===== config.mk =====
export PLATFORM = sky130hd
export DESIGN_NAME = mem_lsu
export DESIGN_NICKNAME = d
export VERILOG_FILES = /design/src/rtl/mem_lsu_pkg.sv /design/src/rtl/mem_lsu_load_align.sv /design/src/rtl/mem_lsu.sv
export SDC_FILE = /design/constraint.sdc
export NUM_CORES = 1
export LEC_CHECK = 0
export CORE_AREA = 2 2 151 153
export CTS_CLUSTER_SIZE = 14
export DETAILED_ROUTE_END_ITERATION = 12
export DIE_AREA = 0 0 153 155
export PLACE_DENSITY = 0.7
export SLEW_MARGIN = 20
export SYNTH_ARGS = -nofsm -noshare
export SYNTH_HDL_FRONTEND = slang
export SYNTH_HIERARCHICAL = 1
export SYNTH_SLANG_ARGS = --single-unit

===== constraint.sdc =====
create_clock -name clk -period 10.8 [get_ports clk]
set_input_delay 1.62 -clock clk [delete_from_list [all_inputs] [get_ports clk]]
set_output_delay 1.62 -clock clk [all_outputs]
set_load 0.03 [all_outputs]

===== src/rtl/mem_lsu_pkg.sv =====
// Shared types and helpers for the memory-stage load/store unit.
// Holds the access-type encodings, FSM state encodings, bus widths and
// the small address/lane helper functions used by mem_lsu and load_align.
package mem_lsu_pkg;

  localparam int DATA_W = 32;
  localparam int ADDR_W = 32;
  localparam int SEL_W  = 4;
  localparam int REG_W  = 5;

  typedef enum logic [3:0] {
    MEMOP_NOP = 4'd0,
    MEMOP_LB  = 4'd1,
    MEMOP_LBU = 4'd2,
    MEMOP_LH  = 4'd3,
    MEMOP_LHU = 4'd4,
    MEMOP_LW  = 4'd5,
    MEMOP_SB  = 4'd6,
    MEMOP_SH  = 4'd7,
    MEMOP_SW  = 4'd8
  } memop_t;

  typedef enum logic [1:0] {
    ST_IDLE = 2'd0,
    ST_WAIT = 2'd1,
    ST_DONE = 2'd2
  } state_t;

  // Unknown encodings behave as NOP.
  function automatic logic is_access(input memop_t op);
    is_access = (op >= MEMOP_LB) && (op <= MEMOP_SW);
  endfunction

  function automatic logic is_store(input memop_t op);
    is_store = (op == MEMOP_SB) || (op == MEMOP_SH) || (op == MEMOP_SW);
  endfunction

  function automatic logic is_misaligned(input memop_t op, input logic [1:0] lo);
    case (op)
      MEMOP_LH, MEMOP_LHU, MEMOP_SH: is_misaligned = lo[0];
      MEMOP_LW, MEMOP_SW:            is_misaligned = (lo != 2'b00);
      default:                       is_misaligned = 1'b0;
    endcase
  endfunction

  // Little-endian byte-lane enables.
  function automatic logic [SEL_W-1:0] lane_sel(input memop_t op, input logic [1:0] lo);
    case (op)
      MEMOP_LB, MEMOP_LBU, MEMOP_SB: lane_sel = 4'b0001 << lo;
      MEMOP_LH, MEMOP_LHU, MEMOP_SH: lane_sel = lo[1] ? 4'b1100 : 4'b0011;
      MEMOP_LW, MEMOP_SW:            lane_sel = 4'b1111;
      default:                       lane_sel = 4'b0000;
    endcase
  endfunction

  // Store data replicated across all lanes; the byte enables pick the live one.
  function automatic logic [DATA_W-1:0] store_data(input memop_t op, input logic [DATA_W-1:0] d);
    case (op)
      MEMOP_SB: store_data = {4{d[7:0]}};
      MEMOP_SH: store_data = {2{d[15:0]}};
      MEMOP_SW: store_data = d;
      default:  store_data = '0;
    endcase
  endfunction

endpackage


===== src/rtl/mem_lsu_load_align.sv =====
// load_align: combinational lane extraction and sign/zero extension of
// a read word.
// Ports: memop (access type), addr_lo (byte offset), rdata (bus word),
//        result (register-ready load value).
module load_align
  import mem_lsu_pkg::*;
(
  input  logic [3:0]        memop,
  input  logic [1:0]        addr_lo,
  input  logic [DATA_W-1:0] rdata,
  output logic [DATA_W-1:0] result
);

  logic [7:0]  byte_v;
  logic [15:0] half_v;

  always_comb begin
    case (addr_lo)
      2'd0:    byte_v = rdata[7:0];
      2'd1:    byte_v = rdata[15:8];
      2'd2:    byte_v = rdata[23:16];
      default: byte_v = rdata[31:24];
    endcase
    half_v = addr_lo[1] ? rdata[31:16] : rdata[15:0];

    case (memop_t'(memop))
      MEMOP_LB:  result = {{24{byte_v[7]}}, byte_v};
      MEMOP_LBU: result = {24'd0, byte_v};
      MEMOP_LH:  result = {{16{half_v[15]}}, half_v};
      MEMOP_LHU: result = {16'd0, half_v};
      MEMOP_LW:  result = rdata;
      default:   result = '0;
    endcase
  end

endmodule


===== src/rtl/mem_lsu.sv =====
// mem_lsu: memory-stage load/store unit with an IDLE/WAIT/DONE handshake FSM.
// Ports: clk, rst (sync, active-low), stall[5:0] (bit 4 = mem stage held);
//        ex_* writeback fields and memory op in; mem_* fields out to mem_wb;
//        stallreq_mem holds stages 0-4 while an access is outstanding;
//        addr_err pulses for a suppressed misaligned access;
//        dbus_* request/response data-bus interface.
module mem_lsu
  import mem_lsu_pkg::*;
(
  input  logic              clk,
  input  logic              rst,
  input  logic [5:0]        stall,
  input  logic              ex_we,
  input  logic [REG_W-1:0]  ex_waddr,
  input  logic [DATA_W-1:0] ex_result,
  input  logic [DATA_W-1:0] ex_hi,
  input  logic [DATA_W-1:0] ex_lo,
  input  logic              ex_whilo,
  input  logic [3:0]        ex_memop,
  input  logic [ADDR_W-1:0] ex_memaddr,
  input  logic [DATA_W-1:0] ex_storedata,
  output logic              mem_we,
  output logic [REG_W-1:0]  mem_waddr,
  output logic [DATA_W-1:0] mem_result,
  output logic [DATA_W-1:0] mem_hi,
  output logic [DATA_W-1:0] mem_lo,
  output logic              mem_whilo,
  output logic              stallreq_mem,
  output logic              addr_err,
  output logic              dbus_req,
  output logic              dbus_we,
  output logic [ADDR_W-1:0] dbus_addr,
  output logic [SEL_W-1:0]  dbus_sel,
  output logic [DATA_W-1:0] dbus_wdata,
  input  logic              dbus_ack,
  input  logic [DATA_W-1:0] dbus_rdata
);

  state_t              state_q, state_d;
  logic [DATA_W-1:0]   rdata_q, rdata_d;
  // Request captured at issue so the bus stays stable through WAIT and the
  // load alignment in DONE does not depend on ex_* staying put.
  memop_t              req_op_q, req_op_d;
  logic [1:0]          req_lo_q, req_lo_d;
  logic [ADDR_W-1:0]   req_addr_q, req_addr_d;
  logic [SEL_W-1:0]    req_sel_q, req_sel_d;
  logic [DATA_W-1:0]   req_wdata_q, req_wdata_d;

  memop_t              op;
  logic                misal;
  logic                issue;
  logic [DATA_W-1:0]   load_result;
  logic                unused_stall;

  assign unused_stall = ^{stall[5], stall[3:0]};

  assign op    = memop_t'(ex_memop);
  assign misal = is_misaligned(op, ex_memaddr[1:0]);
  assign issue = (state_q == ST_IDLE) && is_access(op) && !misal;

  load_align u_load_align (
    .memop   (req_op_q),
    .addr_lo (req_lo_q),
    .rdata   (rdata_q),
    .result  (load_result)
  );

  // Next-state and capture logic
  always_comb begin
    state_d     = state_q;
    rdata_d     = rdata_q;
    req_op_d    = req_op_q;
    req_lo_d    = req_lo_q;
    req_addr_d  = req_addr_q;
    req_sel_d   = req_sel_q;
    req_wdata_d = req_wdata_q;
    case (state_q)
      ST_IDLE: begin
        if (issue) begin
          req_op_d    = op;
          req_lo_d    = ex_memaddr[1:0];
          req_addr_d  = {ex_memaddr[ADDR_W-1:2], 2'b00};
          req_sel_d   = lane_sel(op, ex_memaddr[1:0]);
          req_wdata_d = store_data(op, ex_storedata);
          if (dbus_ack) begin
            rdata_d = dbus_rdata;
            state_d = ST_DONE;
          end else begin
            state_d = ST_WAIT;
          end
        end
      end
      ST_WAIT: begin
        if (dbus_ack) begin
          rdata_d = dbus_rdata;
          state_d = ST_DONE;
        end
      end
      ST_DONE: begin
        if (!stall[4]) state_d = ST_IDLE;
      end
      default: state_d = ST_IDLE;
    endcase
  end

  always_ff @(posedge clk) begin
    if (!rst) begin
      state_q <= ST_IDLE;
      rdata_q <= '0;
    end else begin
      state_q <= state_d;
      rdata_q <= rdata_d;
    end
  end

  always_ff @(posedge clk) begin
    req_op_q    <= req_op_d;
    req_lo_q    <= req_lo_d;
    req_addr_q  <= req_addr_d;
    req_sel_q   <= req_sel_d;
    req_wdata_q <= req_wdata_d;
  end

  // Output decode; everything is forced low while reset is asserted.
  always_comb begin
    mem_we       = 1'b0;
    mem_waddr    = '0;
    mem_result   = '0;
    mem_hi       = '0;
    mem_lo       = '0;
    mem_whilo    = 1'b0;
    stallreq_mem = 1'b0;
    addr_err     = 1'b0;
    dbus_req     = 1'b0;
    dbus_we      = 1'b0;
    dbus_addr    = '0;
    dbus_sel     = '0;
    dbus_wdata   = '0;
    if (rst) begin
      mem_we     = ex_we;
      mem_waddr  = ex_waddr;
      mem_result = ex_result;
      mem_hi     = ex_hi;
      mem_lo     = ex_lo;
      mem_whilo  = ex_whilo;
      case (state_q)
        ST_IDLE: begin
          if (issue) begin
            // Bubble toward mem_wb until the access completes.
            mem_we       = 1'b0;
            stallreq_mem = 1'b1;
            dbus_req     = 1'b1;
            dbus_we      = is_store(op);
            dbus_addr    = {ex_memaddr[ADDR_W-1:2], 2'b00};
            dbus_sel     = lane_sel(op, ex_memaddr[1:0]);
            dbus_wdata   = store_data(op, ex_storedata);
          end else if (is_access(op)) begin
            mem_we    = 1'b0;
            mem_whilo = 1'b0;
            addr_err  = 1'b1;
          end
        end
        ST_WAIT: begin
          mem_we       = 1'b0;
          stallreq_mem = 1'b1;
          dbus_req     = 1'b1;
          dbus_we      = is_store(req_op_q);
          dbus_addr    = req_addr_q;
          dbus_sel     = req_sel_q;
          dbus_wdata   = req_wdata_q;
        end
        ST_DONE: begin
          if (is_store(req_op_q)) begin
            mem_we = 1'b0;
          end else begin
            mem_result = load_result;
          end
        end
        default: ;
      endcase
    end
  end

endmodule

==> results.txt, run 1 <==
* Launching instance or port of the critical path: ex_memop[0]
- Clock insertion delay at the later pin of the skew report: 0.36 ns
* Gr busiest metal: met2
- CTS tree: built
- Each instance of the synthesized netlist takes up on average 9.286 um2.
- CP top delay family: buffers and inverters
- Of all flip-flops after synthesis, the portion carrying an async set or reset was 0%.
- Fraction of synthesized cell area taken by the top area cell type: 31.85%
- Number of cells on the worst reg-to-reg path: 3
* Total die area: 0.02372 mm2
- The path with the worst hold slack has its endpoint at rdata_q[4].
* Global-route wire length before repair: 38,670 um
- Setup repair after global routing left no endpoint under its margin.
- The number of global-route vias before repair was 6,421.
- Capturing point of the worst reg2reg path: req_addr_q[10]
- Final Skew: 0.009895 ns
- The first routing iteration left 581 violations.
- STA classifies the critical path startpoint as an input pin.
* Count of hold buffers inserted by post-cts repair: 0
* Core area: 0.02223 mm2
- Synthesis instantiated 58 different standard cells from the library.
- Global routing used 20.49% of the available tracks.
* DRC violation count after routing: 0
* Total of max-cap violations: 0
- Area contributors post-synth: sky130_fd_sc_hd__edfxtp_1, sky130_fd_sc_hd__dfxtp_1, sky130_fd_sc_hd__nand2_1
- Final hold analysis gives a worst-case slack of 0.4851 ns.
- Sequential-to-total area share from yosys stat: 41.88%
- The cell that appears most often on the critical path is sky130_fd_sc_hd__clkdlybuf4s50_1.
- On the critical path, the stage with the largest delay is an instance of sky130_fd_sc_hd__clkdlybuf4s50_1.
- Counting flops and latches in the post-synthesis netlist gives 106.
- Root Buffer: sky130_fd_sc_hd__clkbuf_16
- After floorplanning, the core was divided into 55 placement rows.
* Layout Nets: 1,269
- The number of max-slew violations in the final report was 0.
- Count of non-filler cells in the finished layout: 1,348
* Avg WL per Cell: 18.86 um
* Max-slew headroom at the worst pin: 28.80%
- Using the TritonRoute via totals, the vias-per-cell ratio works out to 4.979.
- Entering global routing, the biggest net connects 106 pins.
- The startpoint identified for the worst hold timing path is rdata_q[4].
- After global routing the overflow that remains totals 0.
- For this run, the leading register cell type out of synthesis is sky130_fd_sc_hd__edfxtp_1.
- Initial antenna violation count: 1
* Endpoints failing setup: 0
- CTS clk-pin slew, worst paths: 0.08 ns
- Pre-antenna DRT Iters: 5
- Subtracting the final worst setup slack from the clock period gives 7.150 ns.
- In this design, the stage delay of the slowest critical-path cell is 0.93 ns.
- Area post-placement: 0.01063 mm2
- The count of endpoints failing hold in the final timing report was 0.
- Max Clock Freq: 139.9 MHz
- Required @ worst endpoint: 9.18 ns
* Horizontal die dimension: 153 um
- Final Instance Area: 0.01092 mm2
* Top Ports: 387
- Setup total negative slack on the finished layout was measured at 0 ns.
* Startpoint of the most critical register-to-register path: state_q[0]
- The count of buffers added on input and output ports is 379.
* Synth area leader: sky130_fd_sc_hd__edfxtp_1
* Count of warnings emitted by yosys: 6
- Critical path data arrival time: 5.53 ns
- Via count: 6,712
- Post-CTS Repair Setup Buffers: 0
* Total buffers and inverters traversed by the critical path: 2
- Of the available clock period, the critical path in the final layout requires 66.21%.
* Sinks on Clock Net: 106
- Crit-path max FO: 51
- The die is 155 um tall.
- STA classifies the critical path endpoint as an output pin.
* Reg-to-reg setup timing slack: 8.28 ns
- Number of cells on the critical path: 6
* Number of H-tree branching levels: 3
- Summing every instance area after synthesis gives 0.006788 mm2.
- Synthesized instance count: 731
* Chain of cells forming the critical path: clkdlybuf4s50_1 -> o31ai_1 -> and3_1 -> and4_4 -> a22o_1 -> clkdlybuf4s50_1
- The number of clock buffers added by TritonCTS is 9.
- The final layout contains routed wiring with a total length of 25,420 um.
- Cells with a size suffix above 1 make up 4.520% of the layout.
- In this run the worst hold path is classified as flip-flop to flip-flop.
* Worst ir drop on vdd: 0.00008165 V
- Hold Path Stages: 2
- Resized Gates After CTS: 0
- The critical path in this run is classified as input pin to output pin.
- Bufs on Longest Clock Path: 2
- The flow ran to the end, and the final reports show no timing, DRC or antenna violations.
* Area Overhead vs Synth: 60.87%
- Slew @ Worst Pin: 1.068 ns
- Instance count after placement with tap cells included: 1,331
- Once detail routing completed, the nets flagged for antenna violations numbered 0.
- Global placement routability congestion: 0.8026
* Estimated wirelength of the detail-placed design: 18,830 um
- Initial Utilization: 30.54%
- Count of flip-flops with a built-in enable after synthesis: 72
* Power density over cell area: 109.2 mW/mm2
- For this design the static power due to leakage is 4.249 nW.
- GR Util met2: 31.77%
- For met3 alone, demand over resource in global routing was 4.763%.
- In the global route stage, met1 resource usage came out at 29.18%.
[layout by cell type, fill, tap and decap left out, types with 8 or more instances in the layout]
cell type                           n
sky130_fd_sc_hd__o221ai_1           8
sky130_fd_sc_hd__nor2_1            24
sky130_fd_sc_hd__a32oi_1           16
sky130_fd_sc_hd__o21ai_0           10
sky130_fd_sc_hd__dfxtp_1           34
sky130_fd_sc_hd__clkdlybuf4s50_1  378
sky130_fd_sc_hd__a21boi_0          34
sky130_fd_sc_hd__nand2_1          174
sky130_fd_sc_hd__mux2i_1           54
sky130_fd_sc_hd__clkbuf_16          9
sky130_fd_sc_hd__nand2_2           10
sky130_fd_sc_hd__o2bb2ai_1          8
sky130_fd_sc_hd__edfxtp_1          72
sky130_fd_sc_hd__and2_1            77
sky130_fd_sc_hd__a22o_1            59
sky130_fd_sc_hd__nor2b_1            9
[flip-flops by register name, indices dropped and copies added (netlist names)]
| name | count |
|---|---|
| rdata_q | 32 |
| req_addr_q | 30 |
| req_lo_q | 2 |
| req_op_q | 4 |
| req_sel_q | 4 |
| req_wdata_q | 32 |
| state_q | 2 |
[logic make-up (layout without fill, tap and decap cells)]
family | count (synthesis) | count (layout) | share of synthesized area (%)
XOR/XNOR | 1 | 1 | 0.1291
other | 1 | 3 | 0.05525
AO/OA/AOI/OAI | 166 | 166 | 20.09
AND/OR/NAND/NOR | 323 | 323 | 23.23
flip-flops | 106 | 106 | 41.88
adder cells (fa/ha/maj) | 2 | 2 | 0.2949
multiplexers | 56 | 56 | 8.461
buffers and inverters | 76 | 406 | 5.862
[per-layer routing]
metal | vias to the layer above | part of all wire (%)
li1 | 3266 | -
met1 | 3180 | 46
met2 | 247 | 46
met3 | 19 | 6.8
met4 | 0 | 1.3
met5 | - | 0
[report_power, final]
part           leakage (nW)  internal (W)  switching [W]  total (W)
clock                 0.134      0.000162       0.000169   0.000331
sequential            0.981      0.000473      0.0000223   0.000495
combinational          3.13      0.000173       0.000193   0.000366
[area by class of cell]
class,instances,area (um2)
repair buffers,384,3829
flip-flops and latches,106,2843
fillers,2104,11310
clock inverters,6,55.05
well taps,285,356.6
multi-input cells,550,3582
diodes,1,2.502
inverters,6,22.52
clock buffers,10,229.0
[Yosys cell counts, drive strengths merged (3+ instances only)]
library cell	n
inv	6
a21boi	34
mux2i	54
buf	24
and2	79
a21oi	6
edfxtp	72
o21ai	11
a211o	6
nor2	24
and3	4
nand3b	3
clkbuf	46
o221ai	9
a21o	5
a22o	59
a32oi	16
nor2b	10
dfxtp	34
o31ai	3
o2bb2ai	8
nand2	184
[per-stage QoR]
stage               utilization (%)  setup WS [ns]  total power, W
floorplan                         -          5.726       0.0006934
detailed placement            47.82          3.700       0.0008696
finish                        49.12          3.650        0.001192
CTS                           49.10          3.666        0.001197
global placement              47.82          3.740       0.0008662
global route                  49.12          3.451        0.001239
[worst register-to-register path: cells and delay by family (launching register included)]
kind	cells	cell delay, ns
AND/OR/NAND/NOR	3	1.76
flip-flops	1	0.36
[how the worst max path moves through the flow]
stage	endpoint	slack (ns)
after floorplan	dbus_addr[10]	5.73
after global placement	dbus_sel[2]	3.74
after detailed placement	dbus_sel[0]	3.70
after CTS	dbus_addr[12]	3.67
after global routing	dbus_addr[12]	3.45
final	dbus_addr[12]	3.65
(Power assumes the default switching activity.)
==> run 2: changes to the inputs <==
--- a/config.mk
+++ b/config.mk
@@ -5,11 +5,11 @@
 export SDC_FILE = /design/constraint.sdc
 export NUM_CORES = 1
 export LEC_CHECK = 0
-export CORE_AREA = 2 2 151 153
+export CORE_AREA = 2 2 152 154
 export CTS_CLUSTER_SIZE = 14
 export DETAILED_ROUTE_END_ITERATION = 12
-export DIE_AREA = 0 0 153 155
-export PLACE_DENSITY = 0.7
+export DIE_AREA = 0 0 154 156
+export PLACE_DENSITY = 0.69
 export SLEW_MARGIN = 20
 export SYNTH_ARGS = -nofsm -noshare
 export SYNTH_HDL_FRONTEND = slang
==> constraint.sdc (replaced) <==
create_clock -name clk -period 6.6 [get_ports clk]
set_input_delay 0.99 -clock clk [delete_from_list [all_inputs] [get_ports clk]]
set_output_delay 0.99 -clock clk [all_outputs]
set_load 0.03 [all_outputs]
==> run 2 against run 1 <==
Against the previous run: sequential power rose by 63%; design area about the same; clock-buffer cell count down 1; first-iteration DRC count shrank 26%; sequential share of layout area barely moved; clock skew increased by 0.0026 ns; critical path depth did not move; global-route usage is 0.077 points lower; die area grew 1.3%; clock power is 58% higher; largest power group unchanged; register-to-register slack lost 4.2 ns; final cell count about the same.
==> results.txt, run 2 (same netlist as run 1, synthesis figures left out) <==
- Antenna viol nets, final: 0 (unchanged)
- Crit-path max FO: 51 (unchanged)
- The signal on the critical path passes through clkdlybuf4s50_1 -> o31ai_1 -> and3_1 -> and4_4 -> a22o_1 -> clkdlybuf4s50_1.
* Final worst-path cycle share: 82.84%
* Type of the most critical hold path: flip-flop to flip-flop
- In the final layout, the registers with the most flip-flops are rdata_q (32), req_wdata_q (32), req_addr_q (30).
- The number of global-route vias before repair was 6,486 (+1.0%).
- The arrival time of the worst setup path was 4.48 ns (-1.05 ns).
* Sum of negative setup slack: 0 ns (unchanged)
- Startpoint of the most critical register-to-register path: state_q[0]
- Total of max-cap violations: 0 (unchanged)
* CTS tree: built
* Power density over cell area: 176.7 mW/mm2 (+62%)
- CTS clk-pin slew, worst paths: 0.07 ns (about the same)
- Initial Utilization: 30.35% (-0.19 points)
- The slew of the pin with the lowest slew margin is 1.042 ns (-0.02563 ns).
- The area of the core is 0.02237 mm2 (+0.62%).
- Post-CTS Repair Setup Buffers: 0 (unchanged)
* Total buffers and inverters traversed by the critical path: 2 (unchanged)
- The area growth from synthesis to final layout came to 61.00% (about the same).
- Slew Viols, Final: 0 (unchanged)
- Slowest cell on crit path: sky130_fd_sc_hd__and4_4
- Estimated wirelength of the detail-placed design: 18,860 um (+0.13%)
* Aggregate global-route resource usage: 20.42% (-0.077 points)
- The number of placement rows was 55 (unchanged).
- Area post-placement: 0.01065 mm2 (+0.21%)
- The insertion delay of the later-clocked pin in the worst-skew pair is 0.36 ns (about the same).
* Launching instance or port of the critical path: ex_memop[1]
- Hold Fails Final Rpt: 0 (unchanged)
- The wire length after detailed routing was 25,180 um (-0.97%).
- The data required time at the worst endpoint was 5.61 ns (-3.57 ns).
- The number of failing setup endpoints in the final timing report came to 0 (unchanged).
* Max-slew headroom at the worst pin: 30.51% (+1.7 points)
* Bufs on Longest Clock Path: 2 (unchanged)
* Initial antenna violation count: 0 (-1)
- Max Clock Freq: 182.9 MHz
- The last weighted congestion value of the routability-driven placer is 0.8252 (+2.8%).
- By startpoint and endpoint, the worst setup path is classified as input pin to output pin.
- Via density: 4.923 (-1.1%)
* LEAKAGE: 4.264 nW (+0.36%)
- The number of clock sinks came to 106 (unchanged).
- STA classifies the critical path endpoint as an output pin.
- The average wire per cell in the routed design came to 18.66 um (-1.0%).
* Count of hold buffers inserted by post-cts repair: 0 (unchanged)
- The net total in the final layout came to 1,272 (+0.24%).
* Horizontal die dimension: 154 um (+0.65%)
- 1st-iter DRT viols: 432 (-26%)
- Hold Startpoint: rdata_q[4]
- Top Ports: 387 (unchanged)
- Via count: 6,641 (-1.1%)
- The library cell used most frequently in the layout, excluding fill and tap cells, is sky130_fd_sc_hd__clkdlybuf4s50_1.
* Largest stage delay on the critical path: 0.75 ns (-0.18 ns)
- Remaining Overflow, GRT: 0 (unchanged)
* Final Instance Area: 0.01093 mm2 (about the same)
- The run finished with clean final reports.
- The worst-case clock skew was 0.01248 ns (+0.002589 ns).
- Die Y: 156 um (+0.65%)
- Critical Path Start Type: input pin
- The DRC violation count after routing is 0 (unchanged).
- The number of iterations in the first detailed-routing pass is 5 (unchanged).
- Resized Gates After CTS: 0 (unchanged)
- Leading cell types in the layout, fill and taps excluded: sky130_fd_sc_hd__clkdlybuf4s50_1, sky130_fd_sc_hd__nand2_1, sky130_fd_sc_hd__and2_1
- Instance count after placement with tap cells included: 1,334 (+0.23%)
- The antenna diode instance count was 0 (-1).
* Largest net degree at the start of global routing: 96 (-9.4%)
* Number of H-tree branching levels: 3 (unchanged)
* Post-route minimum period: 5.468 ns
- Most repeated library cell on the critical path: sky130_fd_sc_hd__clkdlybuf4s50_1
- CTS placed an instance of sky130_fd_sc_hd__clkbuf_16 at the clock tree root.
- Share of post-route cells with drive strength above 1: 4.699% (+0.18 points)
* Global-route wire length before repair: 38,320 um (-0.93%)
- Setup repair after global routing missed its margin: no
* IO buf count: 379 (unchanged)
- Among cell families on the critical path, the largest total delay comes from simple AND/OR/NAND/NOR gates.
- Number of buffers created by CTS: 9 (unchanged)
- Total die area: 0.02402 mm2 (+1.3%)
- The worst IR drop on VDD is 0.0001222 V (+50%).
- The number of standard cells in the final layout excluding fillers is 1,349 (+0.074%).
run 2: cell types whose count changed in the layout (fill, tap and decap cells not counted), sizes merged:
cell / change
clkbuf: -1
clkinvlp: -1
diode: -1
clkinv: +2
inv: -1
buf: +3
run 2: layout make-up:
type | count | area (um2)
Timing Repair Buffer | 387 | 3851
Multi-Input combinational cell | 550 | 3580
Sequential cell | 106 | 2843
Inverter | 6 | 22.52
Fill cell | 2097 | 11440
Tap cell | 285 | 356.6
Clock inverter | 6 | 50.05
Clock buffer | 9 | 225.2
run 2: through the flow:
stage	hold slack (ns)	power, W	worst slack, ns	utilization [%]
final	0.4877	0.001931	1.132	48.86
after detailed placement	0.4762	0.001423	1.143	47.63
after global routing	0.5084	0.002012	0.9621	48.86
after global placement	0.4668	0.001420	1.141	47.63
after floorplan	0.4502	0.001135	2.438	-
after CTS	0.4861	0.001948	1.132	48.86
run 2: layer usage:
metal,routed length (um),vias up,global-route usage [%],part of all wire (%)
met5,0,-,0,0
met4,396,0,5.563,1.6
met3,1811,26,4.472,7.2
met2,11490,229,31.97,46
met1,11480,3114,28.48,46
li1,-,3272,-,-
run 2: worst register-to-register path, cell delays in order, from the launching register on:
cell                      delay [ns]
sky130_fd_sc_hd__dfxtp_1        0.35
sky130_fd_sc_hd__nor2_1         0.13
sky130_fd_sc_hd__and3_1         0.64
sky130_fd_sc_hd__and2_4         0.93
run 2: worst paths after layout:
path | cells past startpoint | end | slack (ns)
setup / recovery | 6 | dbus_addr[20] | 1.13
hold / removal | 2 | rdata_q[4] | 0.49
setup reg to reg | 3 | req_wdata_q[8] | 4.12
hold reg to reg | 2 | rdata_q[4] | 0.49
run 2: report_power, final:
group	internal, W	switching (W)
Clock	0.000260	0.000263
Combinational	0.000284	0.000316
Sequential	0.000774	0.0000345
